[src/rtl/arb_rr.sv]
// arb_rr: round-robin arbiter with registered one-hot grant, lock/hold and binary grant index.
// Optional feature macro: ARB_RR_IDX_EN builds the idx encoder/register; otherwise idx is tied to 0.
`default_nettype none

// Fixed-priority one-hot pick; scans in groups of SPLIT bits, first group wins, then first bit in it.
module pry2oht #(
  parameter int WIDTH     = 9,
  parameter int SPLIT     = 3,
  parameter     DIRECTION = "LSB"
) (
  input  logic [WIDTH-1:0] req,
  output logic [WIDTH-1:0] oht
);

  localparam int NG  = (WIDTH + SPLIT - 1) / SPLIT;
  localparam bit REV = (DIRECTION == "MSB");

  logic [WIDTH-1:0] rin;
  logic [WIDTH-1:0] rout;
  logic [NG-1:0]    gany;
  logic [NG-1:0]    gsel;
  logic [NG-1:0]    taken;
  logic             found;

  // "MSB" priority is the "LSB" search on a bit-reversed vector.
  always_comb begin
    rin = '0;
    for (int i = 0; i < WIDTH; i++) begin
      rin[i] = REV ? req[WIDTH-1-i] : req[i];
    end
  end

  always_comb begin
    gany  = '0;
    gsel  = '0;
    found = 1'b0;
    for (int i = 0; i < WIDTH; i++) begin
      gany[i/SPLIT] = gany[i/SPLIT] | rin[i];
    end
    for (int g = 0; g < NG; g++) begin
      gsel[g] = gany[g] & ~found;
      found   = found | gany[g];
    end
  end

  always_comb begin
    rout  = '0;
    taken = '0;
    for (int i = 0; i < WIDTH; i++) begin
      rout[i]        = gsel[i/SPLIT] & rin[i] & ~taken[i/SPLIT];
      taken[i/SPLIT] = taken[i/SPLIT] | rin[i];
    end
  end

  always_comb begin
    oht = '0;
    for (int i = 0; i < WIDTH; i++) begin
      oht[i] = REV ? rout[WIDTH-1-i] : rout[i];
    end
  end

endmodule

module arb_rr #(
  parameter int WIDTH     = 9,
  parameter int SPLIT     = 3,
  parameter     DIRECTION = "LSB"
) (
  input  logic                     clk,
  input  logic                     rst_n,
  input  logic [WIDTH-1:0]         req,
  input  logic                     lck,
  output logic [WIDTH-1:0]         gnt,
  output logic                     vld,
  output logic [$clog2(WIDTH)-1:0] idx
);

  localparam int IW  = $clog2(WIDTH);
  localparam bit REV = (DIRECTION == "MSB");

  typedef enum logic [0:0] {
    IDLE  = 1'b0,
    GRANT = 1'b1
  } state_t;

  state_t           state;
  state_t           state_nxt;
  logic [WIDTH-1:0] msk;
  logic [WIDTH-1:0] msk_nxt;
  logic [WIDTH-1:0] gnt_nxt;
  logic [WIDTH-1:0] req_msk;
  logic [WIDTH-1:0] win_msk;
  logic [WIDTH-1:0] win_raw;
  logic [WIDTH-1:0] win;
  logic             hold;

  assign req_msk = req & msk;

  pry2oht #(.WIDTH(WIDTH), .SPLIT(SPLIT), .DIRECTION(DIRECTION)) u_pry_msk (
    .req (req_msk),
    .oht (win_msk)
  );

  pry2oht #(.WIDTH(WIDTH), .SPLIT(SPLIT), .DIRECTION(DIRECTION)) u_pry_raw (
    .req (req),
    .oht (win_raw)
  );

  // Nothing left after the last winner in search order: wrap to the unmasked pick.
  assign win = (|req_msk) ? win_msk : win_raw;
  assign vld = (state == GRANT);

  always_ff @(posedge clk or negedge rst_n) begin
    if (!rst_n) begin
      state <= IDLE;
      gnt   <= '0;
      msk   <= '1;
    end else begin
      state <= state_nxt;
      gnt   <= gnt_nxt;
      msk   <= msk_nxt;
    end
  end

  always_comb begin
    state_nxt = state;
    gnt_nxt   = gnt;
    msk_nxt   = msk;
    hold      = (state == GRANT) && (|(req & gnt)) && lck;
    if (!hold) begin
      if (|req) begin
        state_nxt = GRANT;
        gnt_nxt   = win;
        // Mask keeps only the bits strictly after the winner in search order.
        msk_nxt   = REV ? (win - WIDTH'(1)) : ~(win | (win - WIDTH'(1)));
      end else begin
        state_nxt = IDLE;
        gnt_nxt   = '0;
      end
    end
  end

`ifdef ARB_RR_IDX_EN
  logic [IW-1:0] idx_nxt;

  always_comb begin
    idx_nxt = '0;
    for (int i = 0; i < WIDTH; i++) begin
      if (gnt_nxt[i]) begin
        idx_nxt = idx_nxt | IW'(i);
      end
    end
  end

  always_ff @(posedge clk or negedge rst_n) begin
    if (!rst_n) begin
      idx <= '0;
    end else begin
      idx <= idx_nxt;
    end
  end
`else
  assign idx = '0;
`endif

endmodule

`default_nettype wire

[config.mk]
export PLATFORM = sky130hd
export DESIGN_NAME = arb_rr
export DESIGN_NICKNAME = d
export VERILOG_FILES = /design/src/rtl/arb_rr.sv
export SDC_FILE = /design/constraint.sdc
export NUM_CORES = 1
export LEC_CHECK = 0
export ABC_AREA = 1
export CAP_MARGIN = 20
export CORE_MARGIN = 4
export CORE_UTILIZATION = 54
export CTS_CLUSTER_DIAMETER = 120
export DETAILED_ROUTE_END_ITERATION = 8
export PLACE_DENSITY = 0.84
export REMOVE_ABC_BUFFERS = 1
export SYNTH_ARGS = -nofsm -noshare
export SYNTH_HDL_FRONTEND = slang
export SYNTH_SLANG_ARGS = --single-unit
[constraint.sdc]
create_clock -name clk -period 2.44 [get_ports clk]
set_input_delay 0.488 -clock clk [delete_from_list [all_inputs] [get_ports clk]]
set_output_delay 0.488 -clock clk [all_outputs]
set_load 0.05 [all_outputs]
# After elaboration in Yosys (flattened, before gate mapping)
# Cells that the tools add are included.
# word_totals
ff_bits	19
in_bits	12
wordCells	82
# classes
addsub	1
muxes	3
bitwise_logic	69
n_reduce_logical	6
# ops
operator	count
$and A1 B1 Y1	34
$reduce_or A9 Y1	3
$and A9 B9 Y9	2
$mux W9	2
$not A1 Y1	17
$or A1 B1 Y1	14
$not A9 Y9	1
$or A9 B9 Y9	1
$sub A9 B1 Y9 const B	1
$logic_and A1 B1 Y1	2
$reduce_and A2 Y1	1
$mux W1	1

# Longest topological paths before layout
# logic_depth
word_depth	12
mapped_depth	11
mapped_depth_nobuf	11

# Cells and area by module
# From an unflattened synthesis, not the netlist that was laid out.
# hier_totals
hier_cells	236
area_unflattened_um2	1503.9
# by_module_without_submodules
mod	n_inst	cells_per_inst	area_each_um2
arb_rr	1	186	1286.2
pry2oht	2	25	108.9

# Worst setup path before layout
# Ideal clock, no wire load.
# synth_path
path_type	register to register
startpoint	register gnt[1]
endpoint	register msk[8]
setup_ns	0.081
arrival_time_ns	1.444
slack_ns	0.915
stages_incl_launch_ff	11
n_path_buf	0
period_less_slack_ns	1.525
path_cell_list	dfrtp_1 nand2_1 nand4_1 nor2_1 nand2_1 nand2_2 inv_2 nor2_4 inv_6 nand2_1 o21ai_2
# synth_between
elab_chain_cells	6
# synth_rtl
element	line	rtl
from (decl)	73	output logic [WIDTH-1:0] gnt,
from (signal assigned)	120	gnt <= gnt_nxt;
$and A9 B9 Y9	129	hold = (state == GRANT) && (|(req & gnt)) && lck;
$reduce_or A9 Y1	129	
$logic_and A1 B1 Y1 (2 in series)	129	
$not A1 Y1 (no source line)	--	
$reduce_and A2 Y1 (no source line)	--	
to (signal assigned)	121	msk <= msk_nxt;
to (decl)	88	logic [WIDTH-1:0] msk;
# No other way between the ends.
# A chain may end at the register's enable or synchronous reset.

# Worst setup path after layout
# layout_path
startpoint	register gnt[1]
endpoint	output gnt[1]
# No word-level cell between the ends.

==> impl_metrics.yaml <==
run_status:
  outcome: "finished clean"
global_routing:
  grt_pass1_vias: 1191
  grt_max_degree: 20
  grt_usage: 0.213
  grt-ovfl-total: 0
  grt_pass1_wl_um: 5420
  antenna_found_initial: 0
setup_path:
  worst_path_largest_cell_delay_ns: 0.83
  path_cells: "clkdlybuf4s50_1"
  required_ns: 1.95
  slowest_stage: "clkdlybuf4s50_1"
  cp.depth: 1
  worst-r2r-cell-count: 11
  crit_buf_inv: 1
  worst-setup-path-type: "register to output pin"
  r2r_start: "msk[7]$_DFFE_PN1P_"
  crit_path_start: "gnt[1]$_DFFE_PN0N_"
  setup.worst_path.start_class: "register"
  crit_family: "buffers and inverters"
  cp.arrival_ns: 1.53
  rr_endpoint: "msk[7]$_DFFE_PN1P_"
  path_max_fanout: 3
  r2r_slack_ns: 0.85
  crit_path_end_kind: "output pin"
yosys:
  synth_top_family_by_area: "simple AND/OR/NAND/NOR gates"
  synth_compound_area_frac: 0.0518
  synth-async-reset-ratio: 1.00
  ys_seq_area_frac: 0.380
  syn_inst: 180
  synth-seq-cells: 19
  synthMuxAreaShare: 0
  yosysTopAreaCell: "nand2_1"
  synth_top_area_frac: 0.211
  synth_warnings: 0
  yosys.area_share.adder: 0
  avgSynthCellArea_sq_um: 7.12
  yosys.area_share.simple: 0.476
  synth_ff_type: "dfrtp_1"
  synth-xor-area-share: 0
  synth_cell_types: 25
  syn_area_sq_mm: 0.00128
  synth_area_leaders: "nand2_1 21%, dfrtp_1 20%, dfstp_2 18%"
  synth-edff-count: 0
timing:
  fin_skew_ns: 0.00189
  slew_violations: 0
  fin_crit_sh: 0.826
  setup_ws_ns: 0.424
  period_needed_ns: 2.02
  setup_viol_count_final: 0
  hold_violations: 0
  worstMarginPinSlew_ns: 0.830
  fmaxAchievable_mhz: 496
  rsz0062_at_grt: "false"
  fin_setup_tns_ns: 0
  holdWs_ns: 0.477
  relSlewSlack: 0.445
clock_tree:
  cts_resized: 0
  clk_latency_ns: 0.30
  cts_sinks: 19
  cts_buffers: 3
  cts_max_path_buffers: 2
  cts_tree: "built"
  postCtsHoldBufs: 0
  htree_levels: 1
  postCtsSetupBuffers: 0
  clock_tree.root_cell: "clkbuf_4"
  path_clk_slew_ns: 0.10
power:
  peakVddDrop_v: 0.000737
  finalPower_uw: 1750
  p_per_area_mw_per_mm2: 1140
  leakagePower_uw: 0.000770
place:
  dpl_worst_slack_ns: 0.202
  place.gp.congestion: 0.844
  portBuffers: 21
  dp_hpwl_um: 2490
  dpl_cell_area_sq_mm: 0.00150
floorplanning:
  die_h_um: 56.7
  io_pins: 26
  die_width_um: 56.7
  die-area_sq_mm: 0.00322
  core_sq_mm: 0.00223
  fp-row-count: 17
  initial_core_util: 0.574
final_layout:
  fin_nets: 216
  final_common_cell: "nand2_1"
  final_area_sq_mm: 0.00153
  fill_cells: 189
  final_cell_mix: "72 x nand2_1, 21 x clkdlybuf4s50_1, 16 x inv_1"
  syn2layout_area_growth_pct: 19.3
  drive_above_1_share: 0.207
  n_antenna_cell: 0
routing:
  dr.first_iter.drc_count: 51
  dr.pass1.iters: 4
  route.detailed.drc: 0
  wl_per_cell_um: 13.2
  vias: 1209
  viasPerCell: 5.23
  ant_nets: 0
  routed_wl_um: 3050
job:
  drv_cap: 0
worst_hold_path:
  holdPathEnd: "msk[0]$_DFFE_PN1P_"
  min_from: "msk[0]$_DFFE_PN1P_"
  holdPathStages: 2
  min_path_type: "register to register"
-- cells in the mapped netlist, types with 3 or more instances --
cell type	number
nor2_1	10
buf_4	4
o21ai_0	5
nand2_2	11
nand2_1	72
nor2_4	5
nand4_1	5
inv_1	16
inv_2	3
nand3_1	11
nand3_2	3
dfrtp_1	10
nor2_2	3
dfstp_2	9
-- flip-flops by register name, summed over array words and instances, names as in the netlist --
register	cells
gnt	9
vld	1
msk	9
-- logic make-up (layout without fill, tap and decap cells) --
logic type	count (synthesis)	after routing
flip-flops	19	19
buffers and inverters	25	45
other	1	4
AO/OA/AOI/OAI	11	11
AND/OR/NAND/NOR	124	124
-- metal layers --
layer / track usage / vias to the layer above / share of wire
li1: - / 600 / -
met2: 0.315 / 43 / 0.47
met1: 0.313 / 561 / 0.45
met4: 0.0881 / 0 / 0.014
met5: 0 / - / 0
met3: 0.0253 / 5 / 0.061
-- report_power, final --
| part | internal (uW) | switching (uW) |
|---|---|---|
| Clock | 63.8 | 96.3 |
| Combinational | 332 | 696 |
| Sequential | 471 | 89.8 |
| Total | 867 | 883 |
-- worst max-delay path by stage --
stage                          to  slack [ns]
2_1_floorplan  msk[8]$_DFFE_PN1P_        0.87
3_5_place_dp   msk[8]$_DFFE_PN1P_        0.20
4_1_cts                    gnt[1]        0.41
6_report                   gnt[1]        0.42
5_1_grt        msk[8]$_DFFE_PN1P_        0.33
3_3_place_gp   msk[8]$_DFFE_PN1P_        0.19
-- cell type report --
cell class | count | area, sq um | share of cell area
Timing Repair Buffer | 21 | 210 | 0.137
Sequential cell | 19 | 487 | 0.318
Inverter | 20 | 80.1 | 0.0524
Multi-Input combinational cell | 139 | 691 | 0.452
Tap cell | 28 | 35.0 | 0.0229
Clock buffer | 4 | 26.3 | 0.0172
-- through the flow --
step,instances,utilization
after floorplan,178,-
after global routing,231,0.685
after global placement,227,0.673
after CTS,231,0.685
final,231,0.685
after detailed placement,227,0.673
Note: power is estimated with default switching activity, not from simulation.
